===== config.mk =====
export PLATFORM = sky130hd
export DESIGN_NAME = calendar_date_counter
export DESIGN_NICKNAME = d
export VERILOG_FILES = /design/src/rtl/cal_pkg.sv /design/src/rtl/cal_dim_lut.sv /design/src/rtl/calendar_date_counter.sv
export SDC_FILE = /design/constraint.sdc
export NUM_CORES = 1
export LEC_CHECK = 0
export BUFFER_PORTS_ARGS = -buffer_cell sky130_fd_sc_hd__buf_2
export CAP_MARGIN = 40
export CORE_ASPECT_RATIO = 1.75
export CORE_MARGIN = 2
export CORE_UTILIZATION = 30
export CTS_CLUSTER_DIAMETER = 120
export DETAILED_ROUTE_END_ITERATION = 8
export SYNTH_ARGS = -nofsm -noshare
export SYNTH_HDL_FRONTEND = slang
export SYNTH_SLANG_ARGS = --single-unit

===== constraint.sdc =====
create_clock -name clk -period 4.04 [get_ports clk]
set_input_delay 0.808 -clock clk [delete_from_list [all_inputs] [get_ports clk]]
set_output_delay 0.808 -clock clk [all_outputs]
set_load 0.1 [all_outputs]

===== src/rtl/cal_pkg.sv =====
`default_nettype none
// +-----------------------------------------------------------------------+
// | cal_pkg : shared types, month constants and calendar helper functions |
// | Revision: 1.0                                                         |
// +-----------------------------------------------------------------------+
package cal_pkg;

    typedef enum logic [1:0] {
        ST_RUN    = 2'd0,
        ST_DIV400 = 2'd1,
        ST_DIV100 = 2'd2,
        ST_CHECK  = 2'd3
    } cal_state_t;

    localparam logic [3:0] c_month_feb = 4'd2;
    localparam logic [3:0] c_month_dec = 4'd12;

    function automatic logic [4:0] dim_days(input logic [3:0] month, input logic leap);
        case (month)
            c_month_feb:               dim_days = leap ? 5'd29 : 5'd28;
            4'd4, 4'd6, 4'd9, 4'd11:   dim_days = 5'd30;
            default:                   dim_days = 5'd31;
        endcase
    endfunction

    // Day of week of 1 January of a year, 0 = Sunday (Gauss's rule).
    function automatic logic [2:0] jan1_dow(input int year);
        int y1;
        y1 = year - 1;
        jan1_dow = 3'((1 + 5 * (y1 % 4) + 4 * (y1 % 100) + 6 * (y1 % 400)) % 7);
    endfunction

    localparam logic [2:0] c_dow_jan1_2000 = jan1_dow(2000);

endpackage
`default_nettype wire


===== src/rtl/cal_dim_lut.sv =====
`default_nettype none
// +-----------------------------------------------------------------------+
// | cal_dim_lut : month + leap flag -> number of days in that month       |
// | Revision: 1.0                                                         |
// +-----------------------------------------------------------------------+
module cal_dim_lut
    import cal_pkg::*;
(
    input  logic [3:0] month,
    input  logic       leap,
    output logic [4:0] days
);

    assign days = dim_days(month, leap);

endmodule
`default_nettype wire


===== src/rtl/calendar_date_counter.sv =====
`default_nettype none
// +-----------------------------------------------------------------------+
// | calendar_date_counter : Gregorian day/month/year counter with residue |
// | based leap detection and validated multi-cycle load.                  |
// | Optional day-of-week tracking with macro CAL_DOW_EN.                  |
// | Revision: 1.0                                                         |
// +-----------------------------------------------------------------------+
module calendar_date_counter
    import cal_pkg::*;
#(
    parameter int YEAR_W   = 12,
    parameter int YEAR_MIN = 2000,
    parameter int YEAR_MAX = 3000
) (
    input  logic              clk,
    input  logic              rst_n,
    input  logic              day_tick,
    input  logic              load,
    input  logic [4:0]        load_day,
    input  logic [3:0]        load_month,
    input  logic [YEAR_W-1:0] load_year,
`ifdef CAL_DOW_EN
    input  logic [2:0]        load_dow,
    output logic [2:0]        dow,
`endif
    output logic [4:0]        day,
    output logic [3:0]        month,
    output logic [YEAR_W-1:0] year,
    output logic              is_leap_year,
    output logic [4:0]        days_in_month,
    output logic              busy,
    output logic              load_err,
    output logic              year_wrap
);

    localparam logic [YEAR_W-1:0] c_year_min = YEAR_W'(YEAR_MIN);
    localparam logic [YEAR_W-1:0] c_year_max = YEAR_W'(YEAR_MAX);
    localparam logic [YEAR_W-1:0] c_400      = YEAR_W'(400);
    localparam logic [YEAR_W-1:0] c_100      = YEAR_W'(100);
    localparam logic [8:0]        c_r400_rst = 9'(YEAR_MIN % 400);
    localparam logic [6:0]        c_r100_rst = 7'(YEAR_MIN % 100);
    localparam logic [1:0]        c_r4_rst   = 2'(YEAR_MIN % 4);

    cal_state_t        r_state, w_state_nxt;

    logic [4:0]        r_day;
    logic [3:0]        r_month;
    logic [YEAR_W-1:0] r_year;
    logic [8:0]        r_r400;
    logic [6:0]        r_r100;
    logic [1:0]        r_r4;
    logic              r_pend;
    logic              r_load_err;
    logic              r_year_wrap;

    logic [4:0]        r_wk_day;
    logic [3:0]        r_wk_month;
    logic [YEAR_W-1:0] r_wk_year;
    logic [YEAR_W-1:0] r_wk_rem;
    logic [8:0]        r_wk_r400;
    logic [6:0]        r_wk_r100;
    logic [1:0]        r_wk_r4;

`ifdef CAL_DOW_EN
    localparam logic [2:0] c_dow_rst = jan1_dow(YEAR_MIN);
    logic [2:0]        r_dow;
    logic [2:0]        r_wk_dow;
`endif

    logic              w_leap, w_wk_leap, w_wk_valid;
    logic [4:0]        w_dim, w_wk_dim;

    assign w_leap    = (r_r400 == 9'd0)    || ((r_r4 == 2'd0)    && (r_r100 != 7'd0));
    assign w_wk_leap = (r_wk_r400 == 9'd0) || ((r_wk_r4 == 2'd0) && (r_wk_r100 != 7'd0));

    cal_dim_lut u_dim_live  (.month(r_month),    .leap(w_leap),    .days(w_dim));
    cal_dim_lut u_dim_check (.month(r_wk_month), .leap(w_wk_leap), .days(w_wk_dim));

    assign w_wk_valid = (r_wk_year >= c_year_min) && (r_wk_year <= c_year_max)
                     && (r_wk_month >= 4'd1) && (r_wk_month <= c_month_dec)
                     && (r_wk_day != 5'd0) && (r_wk_day <= w_wk_dim);

    always_ff @(posedge clk or negedge rst_n) begin
        if (!rst_n) r_state <= ST_RUN;
        else        r_state <= w_state_nxt;
    end

    always_comb begin
        w_state_nxt = r_state;
        case (r_state)
            ST_RUN:    if (load)             w_state_nxt = ST_DIV400;
            ST_DIV400: if (r_wk_rem < c_400) w_state_nxt = ST_DIV100;
            ST_DIV100: if (r_wk_rem < c_100) w_state_nxt = ST_CHECK;
            ST_CHECK:                        w_state_nxt = ST_RUN;
            default:                         w_state_nxt = ST_RUN;
        endcase
    end

    always_ff @(posedge clk or negedge rst_n) begin
        if (!rst_n) begin
            r_day       <= 5'd1;
            r_month     <= 4'd1;
            r_year      <= c_year_min;
            r_r400      <= c_r400_rst;
            r_r100      <= c_r100_rst;
            r_r4        <= c_r4_rst;
            r_pend      <= 1'b0;
            r_load_err  <= 1'b0;
            r_year_wrap <= 1'b0;
            r_wk_day    <= 5'd0;
            r_wk_month  <= 4'd0;
            r_wk_year   <= '0;
            r_wk_rem    <= '0;
            r_wk_r400   <= 9'd0;
            r_wk_r100   <= 7'd0;
            r_wk_r4     <= 2'd0;
`ifdef CAL_DOW_EN
            r_dow       <= c_dow_rst;
            r_wk_dow    <= 3'd0;
`endif
        end else begin
            r_load_err  <= 1'b0;
            r_year_wrap <= 1'b0;
            if (r_state != ST_RUN && day_tick) r_pend <= 1'b1;
            case (r_state)
                ST_RUN: begin
                    if (load) begin
                        // A tick coinciding with the load is deferred, not lost.
                        r_pend     <= r_pend | day_tick;
                        r_wk_day   <= load_day;
                        r_wk_month <= load_month;
                        r_wk_year  <= load_year;
                        r_wk_rem   <= load_year;
`ifdef CAL_DOW_EN
                        r_wk_dow   <= load_dow;
`endif
                    end else if (day_tick || r_pend) begin
                        r_pend <= 1'b0;
`ifdef CAL_DOW_EN
                        r_dow  <= (r_dow == 3'd6) ? 3'd0 : r_dow + 3'd1;
`endif
                        if (r_day < w_dim) begin
                            r_day <= r_day + 5'd1;
                        end else begin
                            r_day <= 5'd1;
                            if (r_month < c_month_dec) begin
                                r_month <= r_month + 4'd1;
                            end else begin
                                r_month <= 4'd1;
                                if (r_year == c_year_max) begin
                                    r_year      <= c_year_min;
                                    r_r400      <= c_r400_rst;
                                    r_r100      <= c_r100_rst;
                                    r_r4        <= c_r4_rst;
                                    r_year_wrap <= 1'b1;
                                end else begin
                                    r_year <= r_year + YEAR_W'(1);
                                    r_r400 <= (r_r400 == 9'd399) ? 9'd0 : r_r400 + 9'd1;
                                    r_r100 <= (r_r100 == 7'd99)  ? 7'd0 : r_r100 + 7'd1;
                                    r_r4   <= r_r4 + 2'd1;
                                end
                            end
                        end
                    end
                end
                ST_DIV400: begin
                    if (r_wk_rem >= c_400) r_wk_rem  <= r_wk_rem - c_400;
                    else                   r_wk_r400 <= r_wk_rem[8:0];
                end
                ST_DIV100: begin
                    // Remainder here is year mod 100, whose low two bits equal year mod 4.
                    if (r_wk_rem >= c_100) begin
                        r_wk_rem <= r_wk_rem - c_100;
                    end else begin
                        r_wk_r100 <= r_wk_rem[6:0];
                        r_wk_r4   <= r_wk_rem[1:0];
                    end
                end
                ST_CHECK: begin
                    if (w_wk_valid) begin
                        r_day   <= r_wk_day;
                        r_month <= r_wk_month;
                        r_year  <= r_wk_year;
                        r_r400  <= r_wk_r400;
                        r_r100  <= r_wk_r100;
                        r_r4    <= r_wk_r4;
`ifdef CAL_DOW_EN
                        r_dow   <= r_wk_dow;
`endif
                    end else begin
                        r_load_err <= 1'b1;
                    end
                end
                default: ;
            endcase
        end
    end

    assign day           = r_day;
    assign month         = r_month;
    assign year          = r_year;
    assign is_leap_year  = w_leap;
    assign days_in_month = w_dim;
    assign busy          = (r_state != ST_RUN);
    assign load_err      = r_load_err;
    assign year_wrap     = r_year_wrap;
`ifdef CAL_DOW_EN
    assign dow           = r_dow;
`endif

endmodule
`default_nettype wire


# Yosys cells after proc, flatten, opt, wreduce, memory -nomap -nowiden
# Index checks and enable logic that the tools add are counted.
# Widths: inputs -> output; s select.
[word_totals]
output_inout_bits = 30
regBits = 95
[classes]
magnitude_cmp = 11
bitwise_logic = 3
n_reduce_logical = 32
mux = 65
add_sub_neg = 8
n_eq_ne = 26
[op_table]
columns = ["op", "count"]
rows = [
  ["$mux 12", 9],
  ["$mux 9", 7],
  ["$mux 7", 7],
  ["$pmux 12 s3", 1],
  ["$pmux 5 s2", 3],
  ["$pmux 12 s2", 1],
  ["$mux 4", 5],
  ["$mux 5", 4],
  ["$ne 2x2->1 const B", 10],
  ["$logic_not 9->1", 2],
  ["$mux 2", 9],
  ["$pmux 9 s2", 1],
  ["$eq 4x3->1 const B", 4],
  ["$eq 4x4->1 const B", 4],
  ["$mux 1", 14],
  ["$pmux 7 s2", 1],
  ["$reduce_bool 7->1", 2],
  ["$add 12x1->12 const B", 1],
  ["$eq 12x12->1 const B", 1],
  ["$ge 12x11->1 const B", 1],
  ["$ge 12x7->1 const B", 1],
  ["$ge 12x9->1 const B", 1],
  ["$le 12x12->1 const B", 1],
  ["$lt 12x7->1 const B", 1],
  ["other kinds (35)", 54],
]

# Longest topological paths before layout
# Gate-level depths: netlist of run 1.
[logic_depth]
word_depth = 10
mapped_depth = 14

# By module
# A second synthesis of run 1 with hierarchy kept.
[unflattened]
hier_cells = 628
area_unflattened_um2 = 5801.8
[modules_own_cells]
columns = ["module", "seq_area_each_um2", "cells_per_inst", "n_inst", "area_per_inst_um2"]
rows = [
  ["calendar_date_counter", 2337.2, 610, 1, 5676.7],
  ["cal_dim_lut", 0.0, 9, 2, 62.6],
]

# Worst setup path after synthesis of run 1
# OpenSTA, ideal clock, no wires.
[synth_path]
path_type = "register to output"
start = "register r_month[1], in the netlist month[1]"
end = "output days_in_month[0]"
path_slack_ns = 0.169
t_arrival_ns = 3.063
path_stages_with_launch = 6
path_buffers = 0
cell_sequence = "dfrtp_1 > inv_1 > ha_1 > nor2_1 > o22ai_1 > a21oi_1"
[synth_via]
elab_chain_len = 3
word_cells_on_any_way = 7
classes_between = "5 x eq/ne; 1 x mux; 1 x reduce/logical"
[synth_lines]
columns = ["element", "line_no", "text"]
rows = [
  ["start, declared", "calendar_date_counter.sv:47", "logic [3:0] r_month;"],
  ["start signal, assigned", "calendar_date_counter.sv:147", "r_month <= r_month + 4'd1;"],
  ["start signal, assigned", "calendar_date_counter.sv:182", "r_month <= r_wk_month;"],
  ["$eq 4x3->1 / $eq 4x4->1 (equally long branches)", "cal_pkg.sv:19", "case (month)"],
  ["$reduce_or 4->1", "cal_pkg.sv:19", ""],
  ["$pmux 5 s2 *", "cal_pkg.sv:19", ""],
  ["end, declared", "calendar_date_counter.sv:30", "output logic [4:0] days_in_month,"],
]
# Every way passes the cells marked *; elsewhere a longest branch is shown, timed or not.

# Worst setup path in the final report of run 1
[layout_path]
start = "register r_month[0], in the netlist month[0]"
end = "output days_in_month[0]"
# The elaborated chain is that of the path after synthesis.

==> results of run 1 <==
-- layout make-up --
class,count,area [sq um]
sequential,93,2340
timing repair buffer,64,395
fill,1990,12100
multi-input combinational,437,2930
clock buffer,10,239
clock inverter,6,52.6
tap,238,298
inverter,44,165
-- cell families after synthesis --
family	Yosys count	share of synthesized area (%)
compound gates	188	22.5
xor+xnor	5	0.781
fa+ha+maj	26	5.80
buf+inv	78	6.25
flops	93	41.7
mux	35	6.96
other cells	1	0.0669
simple gates	180	16.0
-- routing by layer --
| metal | share of wire [%] | track usage (%) |
|---|---|---|
| met2 | 52 | 27.3 |
| met1 | 40 | 18.9 |
| met4 | 3.9 | 8.87 |
| met5 | 0 | 0 |
| met3 | 3.8 | 2.89 |
-- layout by cell type (no fill, tap or decap), types with 9 or more instances in the layout --
| cell | n |
|---|---|
| nand2_1 | 50 |
| dfrtp_1 | 85 |
| a31oi_1 | 9 |
| inv_1 | 43 |
| buf_2 | 50 |
| a21oi_1 | 36 |
| nor2_1 | 38 |
| o21ai_0 | 57 |
| clkbuf_16 | 9 |
| mux2_2 | 32 |
| buf_4 | 12 |
| nand3_1 | 23 |
| o22ai_1 | 12 |
| ha_1 | 26 |
| nor3_1 | 19 |
-- metrics by stage --
| stage | util [%] | area [sq um] | hold WS, ns | cells | worst slack [ns] |
|---|---|---|---|---|---|
| after global routing | 34.7 | 6420 | 0.278 | 892 | 0.474 |
| after global placement | 32.8 | 6070 | 0.485 | 874 | 0.904 |
| final | 34.7 | 6420 | 0.275 | 892 | 0.802 |
| after CTS | 34.7 | 6420 | 0.274 | 892 | 0.768 |
| after detailed placement | 33.1 | 6120 | 0.486 | 876 | 0.871 |
| after floorplan | - | 5620 | 0.463 | 608 | 0.169 |
-- state kept, by name, indices dropped and copies added (netlist names) --
register	count
month	4
r_r400	9
r_r4	2
year_wrap	1
r_wk_month	4
r_wk_r400	9
day	5
r_wk_day	5
load_err	1
r_wk_rem	12
r_state	2
r_wk_r100	7
r_pend	1
r_r100	7
year	12
r_wk_year	12
-- synth_stat cells, types with 3 or more instances --
master     count
a21oi_1       36
a221oi_1       6
a22oi_1        5
a31oi_1        9
a41oi_1        3
and3_1         8
buf_2          3
buf_4          6
buf_6          4
clkbuf_1      18
dfrtp_1       85
dfstp_2        8
ha_1          26
inv_1         43
mux2_2        32
mux2i_1        3
nand2_1       50
nand2b_1       7
nand3_1       23
nor2_1        38
nor2b_1        8
nor3_1        19
nor3b_1        5
nor4_1         4
o211ai_1       8
o21ai_0       57
o21ai_1        7
o22ai_1       12
o2bb2ai_1      4
o32ai_1        4
o41ai_1        3
or4_1          4
xnor2_1        3
-- how the worst min path moves through the flow --
stage	startpoint	to	slack (ns)
after global routing	rst_n	r_r400[7]$_DFFE_PN0P_	0.28
after global placement	r_wk_r100[4]$_DFFE_PN0P_	r_wk_r100[4]$_DFFE_PN0P_	0.49
after CTS	rst_n	r_r400[7]$_DFFE_PN0P_	0.27
final	rst_n	r_r400[7]$_DFFE_PN0P_	0.27
after floorplan	r_wk_r100[6]$_DFFE_PN0P_	r_wk_r100[6]$_DFFE_PN0P_	0.46
after detailed placement	r_wk_r100[4]$_DFFE_PN0P_	r_wk_r100[4]$_DFFE_PN0P_	0.49
-- worst register-to-register path, stage by stage (launching register included) --
cell and delay (ns):
dfrtp_1 0.39, or4_1 0.52, o21ai_0 0.25, a31oi_1 0.13
nor3_1 0.15, a31oi_1 0.06, ha_1 0.19, nand2b_1 0.14
a221oi_1 0.31, a211oi_1 0.14, o221ai_2 0.18, buf_4 0.38
o21ai_0 0.16, o21ai_0 0.10
==> run summary, run 1 <==
launch point of the worst reg-to-reg path: r_wk_r100[4]$_DFFE_PN0P_
RSZ-0062 raised after global routing: no
Crit Reg-Reg Endpoint: r_r400[5]$_DFFE_PN0P_
top-area cell type share of the netlist area: 37.9%
antenna viol nets, final: 0
slew margin rel.: 49.6%
Critical Path RT: 3.23 ns
CP startpoint kind: flip-flop
TNS Setup: 0 ns
Die Area: 0.0199 sq mm
Starting Density: 30.3%
Netlist cell types: 74
worst-case reg-to-reg path depth: 13
register bit total from synthesis: 93
NumNets Final: 700
worst setup path start: month[0]$_DFFE_PN1P_
# IOs: 55
Seq/Total Area, Yosys: 41.7%
Mapped Area: 0.00561 sq mm
CTS clk-pin slew, worst paths: 0.07 ns
Ys Warns: 0
share of cells above drive strength 1: 20.2%
post-CTS setup buffers: 0
Stages on worst setup path: 6
Worst-Skew Late Latency: 0.36 ns
reg2reg setup slack: 0.86 ns
crit-path max FO: 7
synthesized instance count: 606
Tmin final: 3.24 ns
CP Class: flip-flop to primary output
Post-synth EDFFs: 0
Die X: 107 um
CTS sink count: 93
Slowest cell on crit path: dfstp_2
Die H: 185 um
Via Count: 4825
CTS tree: built
final hold vios: 0
Via density: 5.41
crit-path leading delay family: flip-flops
largest net degree at the start of global routing: 59
Max Slew Vio Count: 0
Buffers & Inverters on Critical Path: 2
Core Area: 0.0185 sq mm
critical path arrival: 2.43 ns
Final Cycle Share: 80.1%
top post-synthesis cells by area: dfrtp_1, mux2_2, ha_1
CTS Buf Count: 9
most area-hungry cell type in the Yosys netlist: dfrtp_1
H-Tree Level Count: 3
MaxCap Viol Count: 0
f_max: 309 MHz
CTS Hold Bufs: 0
Setup crit end kind: primary output
GR Overflow Total: 0
site row count: 66
status: finished clean
initial antenna violation count: 0
drt pass-1 iters: 5
quantity of gates resized following cts: 0
port bufs: 51
HP Class: input port to asynchronous set/reset pin
DR WL/cell: 17.3 um
CTS root buf: clkbuf_16
Critical Path Sink: days_in_month[0]
FFs w/ async S/R, synth: 100%
Placer Congestion: 0.874
total track usage: 16.0%
vias in the first global route: 4777
Top FF cell, synth: dfrtp_1
Max Root-Sink Buffers: 2
Clock Skew: 0.0127 ns
Worst Max-Slew Pin Slew: 0.757 ns
HPWL Detailed: 11500 um
final setup fails: 0
synthesized area per cell: 9.26 sq um
Worst path max stage delay: 0.60 ns
global-route wire length before repair: 24900 um
antenna cell count: 0
cells along the critical path: inv_1 > ha_1 > nand2b_1 > a41oi_2 > a21oi_1 > buf_2
DRC viols: 0
initial drt markers: 285
Routed WL: 15400 um
area grow syn2layout: 14.4%
Power of run 1 is not shown: default switching activity piles up to over one toggle a cycle in this logic, so the estimate is an artifact.
==> run 2: changes to the inputs <==
ABC_AREA = 1   (was unset)
clock period = 2.7 ns   (was 4.04 ns; I/O delays follow)
==> run summary, run 2 <==
DRC viols: 0 (unchanged)
Post-synth top cells: nand2_1, inv_1, dfrtp_1, o21ai_0, nor2_1
reg2reg setup slack: 0.24 ns (-0.62 ns)
Via Count: 5527 (+15%)
CP Class: flip-flop to primary output
largest net degree at the start of global routing: 49 (-17%)
Final Cell Area: 0.00690 sq mm (+7.5%)
Post-synth EDFFs: 0 (unchanged)
initial drt markers: 245 (-14%)
Pleak: 3.46 nW
Final Cycle Share: 95.3%
peak supply drop: 0.920 mV
Final Util: 35.1% (+0.40 points)
Die X: 111 um (+3.4%)
H-Tree Level Count: 3 (unchanged)
Seq/Total Area, Yosys: 38.9% (-2.8 points)
antenna cell count: 0 (unchanged)
CP startpoint kind: flip-flop
CTS clk-pin slew, worst paths: 0.07 ns (about the same)
slew margin rel.: 57.6% (+8.1 points)
Crit Reg-Reg Endpoint: r_r100[6]$_DFFE_PN0P_
global-route wire length before repair: 27400 um (+9.8%)
top post-synthesis cells by area: dfrtp_1, nand2_1, inv_1
Placer Congestion: 0.877 (+0.34%)
Die H: 191 um (+3.4%)
final setup fails: 0 (unchanged)
NumNets Final: 929 (+33%)
status: finished clean
Top FF cell, synth: dfrtp_1
HP Class: input port to asynchronous set/reset pin
Worst Max-Slew Pin Slew: 0.636 ns (-0.121 ns)
Tmin final: 2.57 ns
site row count: 68 (+3.0%)
Ys Warns: 0 (unchanged)
total track usage: 16.1% (+0.023 points)
post-CTS setup buffers: 0 (unchanged)
Max Slew Vio Count: 0 (unchanged)
Worst-Skew Late Latency: 0.35 ns (about the same)
f_max: 389 MHz
Setup crit end kind: primary output
CTS Hold Bufs: 0 (unchanged)
most area-hungry cell type in the Yosys netlist: dfrtp_1
RSZ-0062 raised after global routing: no
top-area cell type share of the netlist area: 35.4% (-2.5 points)
antenna viol nets, final: 0 (unchanged)
quantity of gates resized following cts: 0 (unchanged)
crit-path max FO: 5 (-2)
# IOs: 55 (unchanged)
count leader, synth: nand2_1
DR WL/cell: 14.9 um (-14%)
Mapped Area: 0.00601 sq mm (+7.2%)
Netlist cell types: 44 (-41%)
CTS tree: built
Max Root-Sink Buffers: 2 (unchanged)
Clock Skew: 0.0118 ns (-0.000974 ns)
Via density: 4.90 (-9.4%)
CTS Buf Count: 9 (unchanged)
HPWL Detailed: 12700 um (+10%)
critical path arrival: 2.03 ns (-0.40 ns)
worst setup path start: r_r400[0]$_DFFE_PN0P_
drt pass-1 iters: 7 (+2)
Die Area: 0.0212 sq mm (+6.9%)
most common cell after layout, fill and taps aside: nand2_1
final hold vios: 0 (unchanged)
synthesized area per cell: 7.27 sq um (-21%)
dpl cell area: 0.00658 sq mm (+7.4%)
CTS root buf: clkbuf_16
port bufs: 51 (unchanged)
Core Area: 0.0197 sq mm (+6.2%)
Starting Density: 30.6% (+0.26 points)
Critical Path RT: 2.16 ns (-1.07 ns)
most frequent cells in the layout: nand2_1, inv_1, dfrtp_1
register bit total from synthesis: 93 (unchanged)
CTS sink count: 93 (unchanged)
MaxCap Viol Count: 0 (unchanged)
synthesized instance count: 827 (+36%)
vias in the first global route: 5392 (+13%)
launch point of the worst reg-to-reg path: r_wk_r100[6]$_DFFE_PN0P_
FFs w/ async S/R, synth: 100% (unchanged)
share of cells above drive strength 1: 13.8% (-6.4 points)
GR Overflow Total: 0 (unchanged)
Routed WL: 16800 um (+8.6%)
initial antenna violation count: 0 (unchanged)
Pwr per Cell Area: 1420 mW/mm^2
Fill cells: 2088 (+4.9%)
area grow syn2layout: 14.7%
TNS Setup: 0 ns (unchanged)
worst-case reg-to-reg path depth: 17 (+4)
run 2: cell types whose count changed in the layout (fill, tap and decap cells not counted), sizes merged, moves of 8 or more:
cell   change
nor2      +25
and3       -8
a21oi     -18
nand2    +203
nor2b      -8
inv       +52
o21ai     +16
nand3     +31
mux2      -32
xor2      +10
buf        +8
nand4     +40
run 2: cell type report:
cell class	count	area [sq um]	share of cell area [%]
Clock buffer	10	229	3.32
Clock inverter	6	86.3	1.25
Inverter	98	368	5.33
Multi-Input combinational cell	603	3120	45.2
Sequential cell	93	2340	33.9
Tap cell	245	307	4.45
Timing Repair Buffer	73	450	6.53
run 2: metrics by stage:
stage          hold slack (ns)  power, W  instances  setup slack [ns]
2_1_floorplan            0.244   0.00698        829             0.104
3_3_place_gp             0.461   0.00835       1112             0.237
3_5_place_dp             0.472   0.00841       1112             0.181
4_1_cts                  0.235   0.00981       1128            0.0557
5_1_grt                  0.266    0.0105       1128          0.000796
6_report                 0.215   0.00980       1128             0.126
run 2: worst max-delay path by stage:
stage	slack, ns	to	depth (start not counted)
2_1_floorplan	0.10	year[3]$_DFFE_PN0P_	12
3_3_place_gp	0.24	r_r100[4]$_DFFE_PN0P_	17
3_5_place_dp	0.18	r_r400[2]$_DFFE_PN0P_	18
4_1_cts	0.06	days_in_month[0]	9
5_1_grt	0.0008	r_r400[2]$_DFFE_PN0P_	18
6_report	0.13	days_in_month[0]	8
run 2: routing by layer:
metal | track usage [%] | wire length, um | vias up
li1 | - | - | 2796
met5 | 0 | 0 | -
met2 | 29.4 | 8740 | 132
met4 | 7.55 | 620 | 0
met1 | 18.7 | 6850 | 2572
met3 | 1.81 | 551 | 27
run 2: critical path, stage by stage (launching register included):
cell and delay, ns:
dfrtp_1 0.43, inv_1 0.09, ha_1 0.15, inv_1 0.04, nor2_1 0.10, nand4_1 0.25, nand3_1 0.17, and2_2 0.15
clkbuf_4 0.32
run 2: kinds of logic (layout without fill, tap and decap cells):
logic type / Yosys count / after routing / share of synthesized area, %
XOR/XNOR: 16 / 16 / 2.33
flip-flops: 93 / 93 / 38.9
AND/OR/NAND/NOR: 433 / 433 / 32.2
AO/OA/AOI/OAI: 125 / 125 / 11.7
other: 1 / 3 / 0.0624
adder cells (fa/ha/maj): 26 / 26 / 5.41
buffers and inverters: 133 / 187 / 9.45
run 2: report_power, final:
group | switching [W] | internal, W
combinational | 0.00412 | 0.00161
clock | 0.000556 | 0.000813
sequential | 0.000670 | 0.00204
No activity file was read; power rests on OpenSTA's default activity.
==> run 3: changes to the inputs <==
CORE_UTILIZATION = 33   (was 30)
==> run summary, run 3 (synthesized netlist as in run 2, its figures left out) <==
status: finished clean
slew margin rel.: 60.9% (+3.2 points)
initial drt markers: 222 (-9.4%)
NumNets Final: 933 (+0.43%)
Routed WL: 16500 um (-1.8%)
CP Class: flip-flop to primary output
worst setup path start: r_r100[0]$_DFFE_PN0P_
largest net degree at the start of global routing: 44 (-10%)
Max Root-Sink Buffers: 2 (unchanged)
Final Cycle Share: 94.9% (-0.37 points)
crit-path max FO: 5 (unchanged)
Starting Density: 33.4% (+2.9 points)
share of cells above drive strength 1: 14.1% (+0.28 points)
Clock Skew: 0.00975 ns (-0.00202 ns)
antenna viol nets, final: 0 (unchanged)
area grow syn2layout: 15.1%
global-route wire length before repair: 27100 um (-1.0%)
TNS Setup: 0 ns (unchanged)
CTS Hold Bufs: 0 (unchanged)
Worst Max-Slew Pin Slew: 0.586 ns (-0.0500 ns)
CTS root buf: clkbuf_16
final hold vios: 0 (unchanged)
Tot Pwr: 0.00974 W (-0.57%)
Core Area: 0.0180 sq mm (-8.5%)
Die X: 106 um (-4.5%)
most frequent cells in the layout: nand2_1, inv_1, dfrtp_1
port bufs: 51 (unchanged)
quantity of gates resized following cts: 0 (unchanged)
DR WL/cell: 14.7 um (-1.2%)
DRC viols: 0 (unchanged)
CTS Buf Count: 9 (unchanged)
critical path arrival: 2.02 ns (about the same)
Via Count: 5519 (-0.14%)
CTS clk-pin slew, worst paths: 0.07 ns (about the same)
Pleak: 3.48 nW (+0.50%)
Pwr per Cell Area: 1410 mW/mm^2 (-0.93%)
Max Slew Vio Count: 0 (unchanged)
GR Overflow Total: 0 (unchanged)
CTS tree: built
total track usage: 17.6% (+1.5 points)
Placer Congestion: 0.923 (+5.3%)
Via density: 4.92 (+0.48%)
Die H: 183 um (-4.6%)
Critical Path RT: 2.16 ns (about the same)
Setup crit end kind: primary output
most common cell after layout, fill and taps aside: nand2_1
Worst-Skew Late Latency: 0.35 ns (about the same)
launch point of the worst reg-to-reg path: r_wk_r100[3]$_DFFE_PN0P_
RSZ-0062 raised after global routing: no
initial antenna violation count: 0 (unchanged)
H-Tree Level Count: 3 (unchanged)
Tmin final: 2.56 ns (-0.0100 ns)
# IOs: 55 (unchanged)
vias in the first global route: 5333 (-1.1%)
site row count: 65 (-4.4%)
f_max: 390 MHz (+0.39%)
Final Util: 38.5% (+3.4 points)
CTS sink count: 93 (unchanged)
MaxCap Viol Count: 0 (unchanged)
drt pass-1 iters: 5 (-2)
final setup fails: 0 (unchanged)
peak supply drop: 0.627 mV (-32%)
CP startpoint kind: flip-flop
HP Class: input port to asynchronous set/reset pin
HPWL Detailed: 12700 um (about the same)
antenna cell count: 0 (unchanged)
Die Area: 0.0194 sq mm (-8.8%)
post-CTS setup buffers: 0 (unchanged)
run 3: power breakdown:
group          internal [W]  switching [W]  total, W
registers           0.00204       0.000670   0.00271
clock network      0.000746       0.000549   0.00129
logic               0.00166        0.00409   0.00574
total               0.00444        0.00530   0.00974
run 3: final cells by class:
class                   instances  area (sq um)
clock inverters                 5          58.8
inverters                      98           368
flip-flops and latches         93          2340
clock buffers                  11           243
multi-input cells             603          3110
repair buffers                 77           505
fillers                      1910         11100
well taps                     234           293
run 3: worst paths after layout:
kind	to	slack, ns	cells after the start
setup / recovery	days_in_month[0]	0.14	9
hold / removal	r_r100[3]$_DFFE_PN0P_	0.12	1
setup reg to reg	r_r400[7]$_DFFE_PN0P_	0.27	18
hold reg to reg	r_r4[1]$_DFFE_PN0P_	0.48	2
max in group asynchronous	year[6]$_DFFE_PN1P_	1.83	2
min in group clk	r_wk_day[4]$_DFFE_PN0P_	0.39	3
run 3: metal layers:
metal / track usage, % / share of wire (%) / vias up
met5: 0 / 0 / -
met4: 6.89 / 2.7 / 0
met3: 2.36 / 3.3 / 24
met2: 32.2 / 53 / 114
met1: 20.6 / 41 / 2573
li1: - / - / 2808
run 3: worst max-delay path, cell delays in order (launching register included):
cell      delay [ns]
dfrtp_1         0.43
inv_1           0.08
ha_1            0.15
inv_1           0.04
nor2_1          0.08
nand3_1         0.09
nand2_1         0.23
nand3_1         0.13
and2_2          0.18
clkbuf_4        0.27
run 3: stage by stage:
step | worst slack, ns | cell area, sq um | hold slack, ns | instances
2_1_floorplan | 0.104 | 6020 | 0.244 | 829
3_3_place_gp | 0.220 | 6620 | 0.459 | 1105
3_5_place_dp | 0.194 | 6620 | 0.469 | 1105
4_1_cts | 0.0274 | 6920 | 0.124 | 1121
5_1_grt | 0.0102 | 6920 | 0.127 | 1121
6_report | 0.136 | 6920 | 0.116 | 1121
